--- src/rtl/key_input_conditioner_if.sv ---
// rtl/key_input_conditioner_if.sv - raw key inputs and conditioned key outputs grouped as one port bundle
interface key_input_conditioner_if #(
  parameter int NUM_KEYS = 4
);
  logic [NUM_KEYS-1:0] key_n_in;
  logic [NUM_KEYS-1:0] keys_level;
  logic [NUM_KEYS-1:0] keys_press;
  logic [NUM_KEYS-1:0] keys_release;

  modport master (
    output key_n_in,
    input  keys_level,
    input  keys_press,
    input  keys_release
  );

  modport slave (
    input  key_n_in,
    output keys_level,
    output keys_press,
    output keys_release
  );
endinterface

--- src/rtl/key_input_conditioner.sv ---
// rtl/key_input_conditioner.sv - sync, debounce and press/release strobes for active-low pushbuttons
// Optional auto-repeat of keys_press while held: define KEY_AUTOREPEAT_EN.
module key_input_conditioner #(
  parameter int NUM_KEYS        = 4,
  parameter int DEBOUNCE_CYCLES = 1000000,
  parameter int CNT_W           = 20,
  parameter int REPEAT_DELAY    = 25000000,
  parameter int REPEAT_PERIOD   = 5000000
) (
  input  logic                      clk,
  input  logic                      reset_n,
  key_input_conditioner_if.slave    kif
);

  typedef enum logic [1:0] {
    RELEASED     = 2'd0,
    PRESS_PEND   = 2'd1,
    PRESSED      = 2'd2,
    RELEASE_PEND = 2'd3
  } state_t;

  localparam logic [CNT_W-1:0] DEB_LAST = CNT_W'(DEBOUNCE_CYCLES - 1);
`ifdef KEY_AUTOREPEAT_EN
  localparam logic [CNT_W-1:0] DLY_LAST = CNT_W'(REPEAT_DELAY - 1);
  localparam logic [CNT_W-1:0] PER_LAST = CNT_W'(REPEAT_PERIOD - 1);
`endif

  // Sync flops hold raw (active-low) polarity, so reset to 1 means "released".
  logic [NUM_KEYS-1:0] sync1_q;
  logic [NUM_KEYS-1:0] sync2_q;

  always_ff @(posedge clk) begin
    if (!reset_n) begin
      sync1_q <= '1;
      sync2_q <= '1;
    end else begin
      sync1_q <= kif.key_n_in;
      sync2_q <= sync1_q;
    end
  end

  for (genvar i = 0; i < NUM_KEYS; i++) begin : g_key
    state_t           state_q, state_d;
    logic [CNT_W-1:0] cnt_q, cnt_d, cnt_inc;
    logic             level_q, level_d;
    logic             press_q, press_d;
    logic             release_q, release_d;
    logic             s;
`ifdef KEY_AUTOREPEAT_EN
    logic             rep_q, rep_d;
`endif

    assign s       = ~sync2_q[i];
    assign cnt_inc = (cnt_q == '1) ? cnt_q : cnt_q + 1'b1;

    always_ff @(posedge clk) begin
      if (!reset_n) begin
        state_q   <= RELEASED;
        cnt_q     <= '0;
        level_q   <= 1'b0;
        press_q   <= 1'b0;
        release_q <= 1'b0;
`ifdef KEY_AUTOREPEAT_EN
        rep_q     <= 1'b0;
`endif
      end else begin
        state_q   <= state_d;
        cnt_q     <= cnt_d;
        level_q   <= level_d;
        press_q   <= press_d;
        release_q <= release_d;
`ifdef KEY_AUTOREPEAT_EN
        rep_q     <= rep_d;
`endif
      end
    end

    always_comb begin
      state_d   = state_q;
      cnt_d     = cnt_q;
      level_d   = level_q;
      press_d   = 1'b0;
      release_d = 1'b0;
`ifdef KEY_AUTOREPEAT_EN
      rep_d     = rep_q;
`endif
      case (state_q)
        RELEASED: begin
          if (s) begin
            state_d = PRESS_PEND;
            cnt_d   = CNT_W'(1);
          end
        end
        PRESS_PEND: begin
          if (!s) begin
            state_d = RELEASED;
            cnt_d   = '0;
          end else if (cnt_q == DEB_LAST) begin
            state_d = PRESSED;
            cnt_d   = '0;
            level_d = 1'b1;
            press_d = 1'b1;
`ifdef KEY_AUTOREPEAT_EN
            rep_d   = 1'b0;
`endif
          end else begin
            cnt_d = cnt_inc;
          end
        end
        PRESSED: begin
          if (!s) begin
            state_d = RELEASE_PEND;
            cnt_d   = CNT_W'(1);
          end
`ifdef KEY_AUTOREPEAT_EN
          // First repeat waits the long delay, later ones the shorter period.
          else if (cnt_q == (rep_q ? PER_LAST : DLY_LAST)) begin
            press_d = 1'b1;
            cnt_d   = '0;
            rep_d   = 1'b1;
          end else begin
            cnt_d = cnt_inc;
          end
`endif
        end
        RELEASE_PEND: begin
          if (s) begin
            state_d = PRESSED;
            cnt_d   = '0;
`ifdef KEY_AUTOREPEAT_EN
            rep_d   = 1'b0;
`endif
          end else if (cnt_q == DEB_LAST) begin
            state_d   = RELEASED;
            cnt_d     = '0;
            level_d   = 1'b0;
            release_d = 1'b1;
          end else begin
            cnt_d = cnt_inc;
          end
        end
        default: begin
          state_d = RELEASED;
          cnt_d   = '0;
        end
      endcase
    end

    assign kif.keys_level[i]   = level_q;
    assign kif.keys_press[i]   = press_q;
    assign kif.keys_release[i] = release_q;
  end

endmodule

--- src/flat_wrapper.sv ---
// flat-port wrapper written by rule: the top's interface ports become plain ports
module key_input_conditioner_flat 
#(
  parameter int NUM_KEYS        = 4,
  parameter int DEBOUNCE_CYCLES = 1000000,
  parameter int CNT_W           = 20,
  parameter int REPEAT_DELAY    = 25000000,
  parameter int REPEAT_PERIOD   = 5000000
)
  (clk, reset_n, kif_key_n_in, kif_keys_level, kif_keys_press, kif_keys_release);
  key_input_conditioner_if #(.NUM_KEYS(NUM_KEYS)) kif_i ();
  input  logic clk;
  input  logic reset_n;
  input wire logic [$bits(kif_i.key_n_in)-1:0] kif_key_n_in;
  output wire logic [$bits(kif_i.keys_level)-1:0] kif_keys_level;
  output wire logic [$bits(kif_i.keys_press)-1:0] kif_keys_press;
  output wire logic [$bits(kif_i.keys_release)-1:0] kif_keys_release;
  assign kif_i.key_n_in = kif_key_n_in;
  assign kif_keys_level = kif_i.keys_level;
  assign kif_keys_press = kif_i.keys_press;
  assign kif_keys_release = kif_i.keys_release;
  key_input_conditioner #(.NUM_KEYS(NUM_KEYS), .DEBOUNCE_CYCLES(DEBOUNCE_CYCLES), .CNT_W(CNT_W), .REPEAT_DELAY(REPEAT_DELAY), .REPEAT_PERIOD(REPEAT_PERIOD)) u_core (.clk(clk), .reset_n(reset_n), .kif(kif_i));
endmodule
--- config.mk ---
export PLATFORM = sky130hd
export DESIGN_NAME = key_input_conditioner_flat
export DESIGN_NICKNAME = d
export VERILOG_FILES = /design/src/rtl/key_input_conditioner_if.sv /design/src/rtl/key_input_conditioner.sv /design/src/flat_wrapper.sv
export SDC_FILE = /design/constraint.sdc
export NUM_CORES = 1
export LEC_CHECK = 0
export BUFFER_PORTS_ARGS = -buffer_cell sky130_fd_sc_hd__buf_2
export CAP_MARGIN = 20
export CORE_MARGIN = 4
export CORE_UTILIZATION = 58
export DETAILED_ROUTE_END_ITERATION = 8
export GPL_ROUTABILITY_DRIVEN = 0
export PLACE_DENSITY = 0.75
export SLEW_MARGIN = 20
export SYNTH_ARGS = -nofsm -noshare
export SYNTH_HDL_FRONTEND = slang
export SYNTH_SLANG_ARGS = --single-unit
--- constraint.sdc ---
create_clock -name clk -period 2.7 [get_ports clk]
set_input_delay 0.27 -clock clk [delete_from_list [all_inputs] [get_ports clk]]
set_output_delay 0.27 -clock clk [all_outputs]
set_load 0.005 [all_outputs]
==> impl_metrics.env, run 1 <==
export IMPL_drcViolationCount=0
export IMPL_powerDensity_nw_per_um2=514
export IMPL_dr_total_vias=5543
export IMPL_fin_setup_tns_ps=0
export IMPL_clkSlewWorstSetupHoldPaths_ps=100
export IMPL_ir_drop_mv=0.383
export IMPL_ys_top_cells_by_count="dfxtp_1, nand2_1, a21oi_1"
export IMPL_drive_gt1_share_pct=12.3
export IMPL_drt_initial_drc_count=439
export IMPL_root_buffer="clkbuf_8"
export IMPL_max_cap_viol_count=0
export IMPL_grt_pass1_wl_mm=24.1
export IMPL_cts_tree="built"
export IMPL_outcome="complete, no violations"
export IMPL_grt_max_degree=56
export IMPL_clock_sinks=108
export IMPL_die_area_um2=11900
export IMPL_die_w_um=109
export IMPL_insertion_delay_ps=380
export IMPL_hold_violations=0
export IMPL_cts_setup_buffers=0
export IMPL_grt_usage_pct=24.4
export IMPL_rsz0062_at_grt="false"
export IMPL_dp_cells=814
export IMPL_intPower_mw=2.32
export IMPL_hp_class="primary input to register"
export IMPL_synth_cell_types=67
export IMPL_worst_pin_slew_ps=1060
export IMPL_synth_area_um2=5940
export IMPL_yosys_warnings=0
export IMPL_cts_buffers=9
export IMPL_clkPwrFrac_pct=35.5
export IMPL_nNetsFinal=702
export IMPL_place_area_um2=5980
export IMPL_grt_pass1_vias=5281
export IMPL_cp_max_fo=13
export IMPL_maxSlewViolCount=0
export IMPL_ys_async_sr_fraction_pct=0
export IMPL_postLayoutCellArea_um2=6220
export IMPL_final_cells=830
export IMPL_num_rows=36
export IMPL_dp_hpwl_mm=9.39
export IMPL_finalSetupViolations=0
export IMPL_period_needed_ps=2390
export IMPL_synth_area_leaders="dfxtp_1, a21oi_1, nand2_1"
export IMPL_timing_fmax_mhz=419
export IMPL_switching_power_uw=879
export IMPL_p_leak_nw=2.05
export IMPL_routed_wl_mm=14.0
export IMPL_cts_resized=0
export IMPL_holdWs_ps=67.2
export IMPL_finalClockSkew_ps=9.83
export IMPL_ioPinCount=18
export IMPL_switching_share_pct=27.5
export IMPL_syn_area_per_cell_um2=8.35
export IMPL_ys_ff_latch=108
export IMPL_setup_worst_path_class="register to register"
export IMPL_synthFlopType="dfxtp_1"
export IMPL_drt_vias_per_instance=6.68
export IMPL_end_kind="register"
export IMPL_ctsHoldBuffers=0
export IMPL_startpoint_type="register"
export IMPL_gr_total_overflow=0
export IMPL_die_h_um=109
export IMPL_slew_headroom_pct=29.5
export IMPL_synth_edf_count=0
export IMPL_clockBufferDepth=2
export IMPL_synthCells=711
export IMPL_synth_top_cell_area_share_pct=36.4
export IMPL_core_area_um2=9860
export IMPL_n_antenna_cell=0
export IMPL_syn_nets=721
export IMPL_portBuffers=17
export IMPL_ys_seq_area_share_pct=36.4
export IMPL_antenna_found_initial=0
export IMPL_ant_nets=0
export IMPL_synth_largest_area_cell="dfxtp_1"
export IMPL_critPathArrivalTime_ps=2720
export IMPL_dr_pass1_iters=5
export IMPL_total_power_mw=3.20
export IMPL_area_delta_synth_final_pct=4.79
export IMPL_required_ps=3030
export IMPL_power_frac_comb_pct=11.6
export IMPL_start_util_pct=60.2
export IMPL_h_tree_depth=3
export IMPL_seqPwrFrac_pct=52.9
export IMPL_period_share_pct=88.4
export IMPL_routedWlPerCell_um=16.8
export IMPL_yosysMostFrequentCell="dfxtp_1"
[critical path: stages, from the launching register on]
cell and delay, ps:
dfxtp_1 420, ha_1 340, nand2_1 120, nor4_2 400, nand3_1 460, a221oi_1 420
o21a_1 170
[sequential cells by signal, indices dropped and copies added, names as in the netlist, named ones only]
| register | cells |
|---|---|
| u_core.g_key.release_q | 4 |
| u_core.sync2_q | 4 |
| u_core.sync1_q | 4 |
| u_core.g_key.state_q | 4 |
| u_core.g_key.cnt_q | 80 |
| u_core.g_key.press_q | 4 |
| u_core.g_key.level_q | 4 |
[kinds of logic after synthesis]
kind of cell	after synthesis	share of synthesized area, %
and+or+nand+nor	270	26.0
adders and majority gates	4	0.843
DFF	108	36.4
buffers and inverters	76	6.16
AOI/OAI and AO/OA	246	29.5
muxes	3	0.506
xor gates and xnor gates	4	0.590
[metal layers]
layer,global-route usage (%),part of all wire (%),vias to the layer above
met5,0,0,-
met1,31.6,45,2653
met2,40.6,48,159
li1,-,-,2710
met4,8.21,1.3,0
met3,4.85,5.3,21
[through the flow]
stage	utilization (%)	setup slack, ps
floorplan	-	693
global placement	60.6	399
detailed placement	60.6	266
CTS	63.0	261
global route	63.1	91.5
finish	63.1	312
[placed cells by master (no fill, tap or decap), types with 6 or more instances in the layout]
master	count
buf_2	17
o21ai_0	19
clkbuf_8	10
nand4_1	27
inv_1	19
a311oi_1	21
nand2b_1	9
a41oi_1	13
o221a_2	9
a21oi_1	60
nor2_1	31
o21a_1	12
nor4_1	6
o211ai_1	10
buf_4	8
dfxtp_1	108
a21o_1	10
or4_1	9
a31oi_1	30
and2_1	7
o22ai_1	10
nand2_1	72
a211oi_1	12
and4_1	9
and3_1	19
nand3_1	25
nor3_1	24
[worst paths after layout]
path	from	slack (ps)	cells after the start	end
worst max register to register	u_core.g_key[3].cnt_q[0]$_SDFFE_PN0P_	310	6	u_core.g_key[3].cnt_q[9]$_SDFFE_PN0P_
worst max-delay path	u_core.g_key[3].cnt_q[0]$_SDFFE_PN0P_	310	6	u_core.g_key[3].cnt_q[9]$_SDFFE_PN0P_
worst min-delay path	kif_key_n_in[2]	70	2	u_core.sync1_q[2]$_SDFF_PN1_
worst min register to register	u_core.sync1_q[1]$_SDFF_PN1_	430	1	u_core.sync2_q[1]$_SDFF_PN1_
[final cells by class]
class,count,area (µm²)
clock buffer,10,138
clock inverter,6,93.8
fill,843,3640
inverter,20,75.1
multi-input combinational,527,3420
sequential,108,2160
tap,133,166
timing repair buffer,26,165
[power by group through the flow]
stage / registers, mW / logic (mW) / clock network [mW]
3_3_place_gp: 1.72 / 0.353 / 0
5_1_grt: 1.70 / 0.414 / 1.22
2_1_floorplan: 1.70 / 0.308 / 0
6_report: 1.69 / 0.372 / 1.14
4_1_cts: 1.69 / 0.370 / 1.17
3_5_place_dp: 1.73 / 0.368 / 0
Power figures use the tool's default switching activity.
==> run 2, diff against run 1 <==
Settings changed: CORE_ASPECT_RATIO set to 0.75.
==> run 2 against run 1 <==
Compared with the run above: global-route usage shrank 0.99 points; cell count down 0.24%; die area rose by 0.14%; flip-flop and latch count unchanged; power rose by 6.6%; combinational power is 2% lower; sequential power hardly changed; non-clock buffer count down 1; clock skew is 1.6 ps lower; core utilization up 0.88 points.
==> impl_metrics.env, run 2 (synthesis gave the netlist of run 1 again) <==
export IMPL_rsz0062_at_grt="false"
export IMPL_dp_cells=812
export IMPL_finalSetupViolations=0
export IMPL_drcViolationCount=0
export IMPL_p_leak_nw=2.07
export IMPL_drt_vias_per_instance=6.77
export IMPL_whs_path_depth=2
export IMPL_setup_worst_path_class="register to register"
export IMPL_cts_buffers=9
export IMPL_portBuffers=17
export IMPL_root_buffer="clkbuf_16"
export IMPL_outcome="complete, no violations"
export IMPL_routed_wl_mm=14.1
export IMPL_worstRegToRegCells=6
export IMPL_fin_setup_tns_ps=0
export IMPL_powerDensity_nw_per_um2=544
export IMPL_cp_max_fo=13
export IMPL_die_w_um=125
export IMPL_layout_common_cells="dfxtp_1, nand2_1, a21oi_1"
export IMPL_hold_violations=0
export IMPL_dp_hpwl_mm=9.30
export IMPL_clockBufferDepth=2
export IMPL_dr_total_vias=5603
export IMPL_clkSlewWorstSetupHoldPaths_ps=70
export IMPL_max_cap_viol_count=0
export IMPL_dr_pass1_iters=7
export IMPL_hp_class="primary input to register"
export IMPL_drt_initial_drc_count=531
export IMPL_nNetsFinal=701
export IMPL_maxSlewViolCount=0
export IMPL_place_ws_ps=296
export IMPL_critPathArrivalTime_ps=2650
export IMPL_place_area_um2=5960
export IMPL_clock_sinks=108
export IMPL_start_util_pct=60.5
export IMPL_worst_r2r_setup_slack_ps=280
export IMPL_postLayoutCellArea_um2=6270
export IMPL_ir_drop_mv=0.440
export IMPL_gr_total_overflow=0
export IMPL_n_antenna_cell=0
export IMPL_drive_gt1_share_pct=11.9
export IMPL_ioPinCount=18
export IMPL_cts_tree="built"
export IMPL_antenna_found_initial=0
export IMPL_holdWs_ps=105
export IMPL_core_area_um2=9810
export IMPL_cts_setup_buffers=0
export IMPL_setup_ws_ps=281
export IMPL_required_ps=2930
export IMPL_end_kind="register"
export IMPL_grt_usage_pct=23.4
export IMPL_grt_pass1_wl_mm=23.6
export IMPL_ant_nets=0
export IMPL_r2r_end="u_core.g_key[3].cnt_q[10]$_SDFFE_PN0P_"
export IMPL_routedWlPerCell_um=17.1
export IMPL_die_h_um=95.6
export IMPL_area_delta_synth_final_pct=5.69
export IMPL_insertion_delay_ps=340
export IMPL_timing_rr_start="u_core.g_key[3].cnt_q[0]$_SDFFE_PN0P_"
export IMPL_slew_headroom_pct=29.9
export IMPL_num_rows=31
export IMPL_cts_resized=0
export IMPL_largest_register_ffs=80
export IMPL_grt_max_degree=60
export IMPL_worst_pin_slew_ps=1050
export IMPL_final_cells=828
export IMPL_die_area_um2=11900
export IMPL_hold_end="u_core.sync1_q[1]$_SDFF_PN1_"
export IMPL_startpoint_type="register"
export IMPL_period_needed_ps=2420
export IMPL_min_from="kif_key_n_in[1]"
export IMPL_h_tree_depth=3
export IMPL_finalClockSkew_ps=8.19
export IMPL_timing_fmax_mhz=413
export IMPL_regMostFlops="u_core.g_key.cnt_q"
export IMPL_period_share_pct=89.6
export IMPL_layout_commonest_cell="dfxtp_1"
export IMPL_ctsHoldBuffers=0
export IMPL_grt_pass1_vias=5014
-- run 2: cell types whose count changed in the layout (fill, tap and decap cells not counted), moves of 2 or more --
cell and change:
clkbuf_8 -8, inv_6 -2, clkbuf_16 +9, clkbuf_1 +2
-- run 2: final cells by class --
| type | count | area [µm²] |
|---|---|---|
| flip-flops and latches | 108 | 2160 |
| multi-input cells | 527 | 3420 |
| well taps | 132 | 165 |
| repair buffers | 25 | 145 |
| clock inverters | 3 | 45.0 |
| inverters | 20 | 76.3 |
| clock buffers | 13 | 260 |
| fillers | 814 | 3540 |
-- run 2: power breakdown --
group,internal [mW],switching (mW)
clock network,0.772,0.581
logic,0.128,0.238
registers,1.63,0.0590
total,2.53,0.878
-- run 2: worst max-delay path, cell delays in order (launching register included) --
cell and delay [ps]:
dfxtp_1 410, ha_1 330, nand2_1 130, nor4_2 440, nand3_1 460, a21o_1 290
a311oi_1 250
-- run 2: per-layer routing --
layer	vias up	global-route usage, %	wire length, µm
met5	-	0	0
met4	0	5.78	136
met3	18	4.93	810
met2	190	39.2	6410
met1	2676	31.4	6770
li1	2719	-	-
-- run 2: how the worst max path moves through the flow --
stage / start / to / slack [ps] / depth (start not counted)
after floorplan: u_core.g_key[3].cnt_q[0]$_SDFFE_PN0P_ / u_core.g_key[3].cnt_q[0]$_SDFFE_PN0P_ / 690 / 7
after global placement: u_core.g_key[0].cnt_q[0]$_SDFFE_PN0P_ / u_core.g_key[0].cnt_q[8]$_SDFFE_PN0P_ / 430 / 6
after detailed placement: u_core.g_key[0].cnt_q[0]$_SDFFE_PN0P_ / u_core.g_key[0].cnt_q[15]$_SDFFE_PN0P_ / 300 / 6
after CTS: u_core.g_key[0].cnt_q[0]$_SDFFE_PN0P_ / u_core.g_key[0].cnt_q[15]$_SDFFE_PN0P_ / 270 / 6
after global routing: u_core.g_key[3].cnt_q[0]$_SDFFE_PN0P_ / u_core.g_key[3].cnt_q[10]$_SDFFE_PN0P_ / 50 / 6
final: u_core.g_key[3].cnt_q[0]$_SDFFE_PN0P_ / u_core.g_key[3].cnt_q[10]$_SDFFE_PN0P_ / 280 / 6
-- run 2: stage by stage --
step | total power [mW] | utilization, %
floorplan | 2.01 | -
global route | 3.55 | 63.9
CTS | 3.42 | 63.8
finish | 3.41 | 63.9
global placement | 2.08 | 60.7
detailed placement | 2.09 | 60.7
==> run 3, diff against run 2 <==
Settings changed: CAP_MARGIN 20 to 30, CORE_ASPECT_RATIO 0.75 to 1.2.
==> run 3 against run 2 <==
Compared with the run above: combinational power grew 4%; clock-buffer cell count fell by 2; wire length unchanged; cell count down 0.24%; core utilization down 1.2 points; critical path type unchanged; highest routed layer unchanged.
==> impl_metrics.env, run 3 (synthesis gave the netlist of run 1 again) <==
export IMPL_root_buffer="clkbuf_16"
export IMPL_ant_nets=0
export IMPL_clockBufferDepth=2
export IMPL_rsz0062_at_grt="false"
export IMPL_drcViolationCount=0
export IMPL_finalSetupViolations=0
export IMPL_hp_class="primary input to register"
export IMPL_worstRegToRegCells=6
export IMPL_startpoint_type="register"
export IMPL_switching_power_uw=913
export IMPL_ir_drop_mv=0.386
export IMPL_drt_initial_drc_count=353
export IMPL_largest_register_ffs=80
export IMPL_setup_ws_ps=397
export IMPL_period_share_pct=85.3
export IMPL_final_core_util_pct=62.7
export IMPL_p_leak_nw=2.08
export IMPL_clkSlewWorstSetupHoldPaths_ps=70
export IMPL_setup_worst_path_class="register to register"
export IMPL_end_kind="register"
export IMPL_grt_pass1_wl_mm=23.5
export IMPL_clock_sinks=108
export IMPL_drt_vias_per_instance=6.77
export IMPL_place_area_um2=6000
export IMPL_required_ps=3000
export IMPL_maxSlewViolCount=0
export IMPL_period_needed_ps=2300
export IMPL_nNetsFinal=705
export IMPL_finalClockSkew_ps=13.3
export IMPL_postLayoutCellArea_um2=6280
export IMPL_worst_r2r_setup_slack_ps=400
export IMPL_timing_fmax_mhz=434
export IMPL_insertion_delay_ps=350
export IMPL_start_util_pct=59.3
export IMPL_hold_violations=0
export IMPL_min_from="kif_key_n_in[0]"
export IMPL_fin_setup_tns_ps=0
export IMPL_cp_max_fo=13
export IMPL_cts_tree="built"
export IMPL_die_h_um=119
export IMPL_seqPwrFrac_pct=51.0
export IMPL_timing_rr_start="u_core.g_key[3].cnt_q[0]$_SDFFE_PN0P_"
export IMPL_n_antenna_cell=0
export IMPL_ioPinCount=18
export IMPL_intPower_mw=2.40
export IMPL_multiInputGateArea_um2=3420
export IMPL_die_w_um=100
export IMPL_grt_max_degree=40
export IMPL_worst_pin_slew_ps=832
export IMPL_slew_headroom_pct=44.3
export IMPL_whs_path_depth=2
export IMPL_regMostFlops="u_core.g_key.cnt_q"
export IMPL_drive_gt1_share_pct=12.6
export IMPL_die_area_um2=11900
export IMPL_cts_buffers=9
export IMPL_gr_total_overflow=0
export IMPL_register_area_um2=2160
export IMPL_total_power_mw=3.31
export IMPL_max_cap_viol_count=0
export IMPL_clkPwrFrac_pct=37.5
export IMPL_area_delta_synth_final_pct=5.75
export IMPL_place_ws_ps=271
export IMPL_hold_end="u_core.sync1_q[0]$_SDFF_PN1_"
export IMPL_portBuffers=17
export IMPL_switching_share_pct=27.5
export IMPL_layout_common_cells="dfxtp_1, nand2_1, a21oi_1"
export IMPL_h_tree_depth=3
export IMPL_grt_usage_pct=23.3
export IMPL_powerDensity_nw_per_um2=528
export IMPL_antenna_found_initial=0
export IMPL_core_area_um2=10000
export IMPL_routed_wl_mm=14.1
export IMPL_dp_hpwl_mm=9.38
export IMPL_dr_pass1_iters=5
export IMPL_power_frac_comb_pct=11.5
export IMPL_layout_commonest_cell="dfxtp_1"
export IMPL_routedWlPerCell_um=17.1
export IMPL_critPathArrivalTime_ps=2600
export IMPL_dr_total_vias=5591
export IMPL_num_rows=40
export IMPL_fillers=862
export IMPL_r2r_end="u_core.g_key[3].cnt_q[9]$_SDFFE_PN0P_"
export IMPL_grt_pass1_vias=5156
export IMPL_outcome="complete, no violations"
-- run 3: cell count changes in the layout (fill, tap and decap cells not counted), sizes merged --
cell    previous run  this run
inv               19        21
clkinv             1         2
clkbuf            13        11
bufinv             1         0
buf               25        29
-- run 3: how the worst max path moves through the flow --
stage / startpoint / endpoint / slack, ps / cells after the start
2_1_floorplan: u_core.g_key[3].cnt_q[0]$_SDFFE_PN0P_ / u_core.g_key[3].cnt_q[0]$_SDFFE_PN0P_ / 690 / 7
3_3_place_gp: u_core.g_key[0].cnt_q[0]$_SDFFE_PN0P_ / u_core.g_key[0].cnt_q[15]$_SDFFE_PN0P_ / 410 / 6
3_5_place_dp: u_core.g_key[3].cnt_q[0]$_SDFFE_PN0P_ / u_core.g_key[3].cnt_q[9]$_SDFFE_PN0P_ / 270 / 6
4_1_cts: u_core.g_key[3].cnt_q[0]$_SDFFE_PN0P_ / u_core.g_key[3].cnt_q[9]$_SDFFE_PN0P_ / 260 / 6
5_1_grt: u_core.g_key[3].cnt_q[0]$_SDFFE_PN0P_ / u_core.g_key[3].cnt_q[9]$_SDFFE_PN0P_ / 150 / 6
6_report: u_core.g_key[3].cnt_q[0]$_SDFFE_PN0P_ / u_core.g_key[3].cnt_q[9]$_SDFFE_PN0P_ / 400 / 6
-- run 3: what timing repair did --
item	CTS	global route
setup endpoints to repair	0	2
buffers inserted	0	0
hold buffers	0	0
resized for setup	0	1
-- run 3: per-stage QoR --
| step | cells | hold slack (ps) |
|---|---|---|
| final | 826 | 102 |
| after floorplan | 711 | 371 |
| after detailed placement | 810 | 399 |
| after CTS | 826 | 98.8 |
| after global placement | 809 | 398 |
| after global routing | 826 | 105 |
-- run 3: per-layer routing --
layer	track usage (%)	up-vias	share of wire, %
li1	-	2727	-
met1	29.6	2682	44
met2	39.3	155	50
met3	3.22	27	4.2
met4	10.1	0	2.2
met5	0	-	0
-- run 3: final cells by class --
type	count	share of cell area [%]
Inverter	20	1.20
Multi-Input combinational cell	527	54.4
Clock inverter	5	0.598
Timing Repair Buffer	29	3.11
Tap cell	126	2.51
Clock buffer	11	3.71
Sequential cell	108	34.4
-- run 3: power groups by stage --
stage / combinational [mW] / sequential (mW) / clock (mW)
2_1_floorplan: 0.308 / 1.70 / 0
3_3_place_gp: 0.366 / 1.72 / 0
3_5_place_dp: 0.379 / 1.73 / 0
4_1_cts: 0.381 / 1.69 / 1.26
5_1_grt: 0.423 / 1.70 / 1.32
6_report: 0.382 / 1.69 / 1.24
-- run 3: worst max-delay path, stage by stage, from the launching register on --
cell	delay, ps
dfxtp_1	410
ha_1	330
nand2_1	120
nor4_2	460
nand3_2	330
a221oi_1	410
o21a_1	170
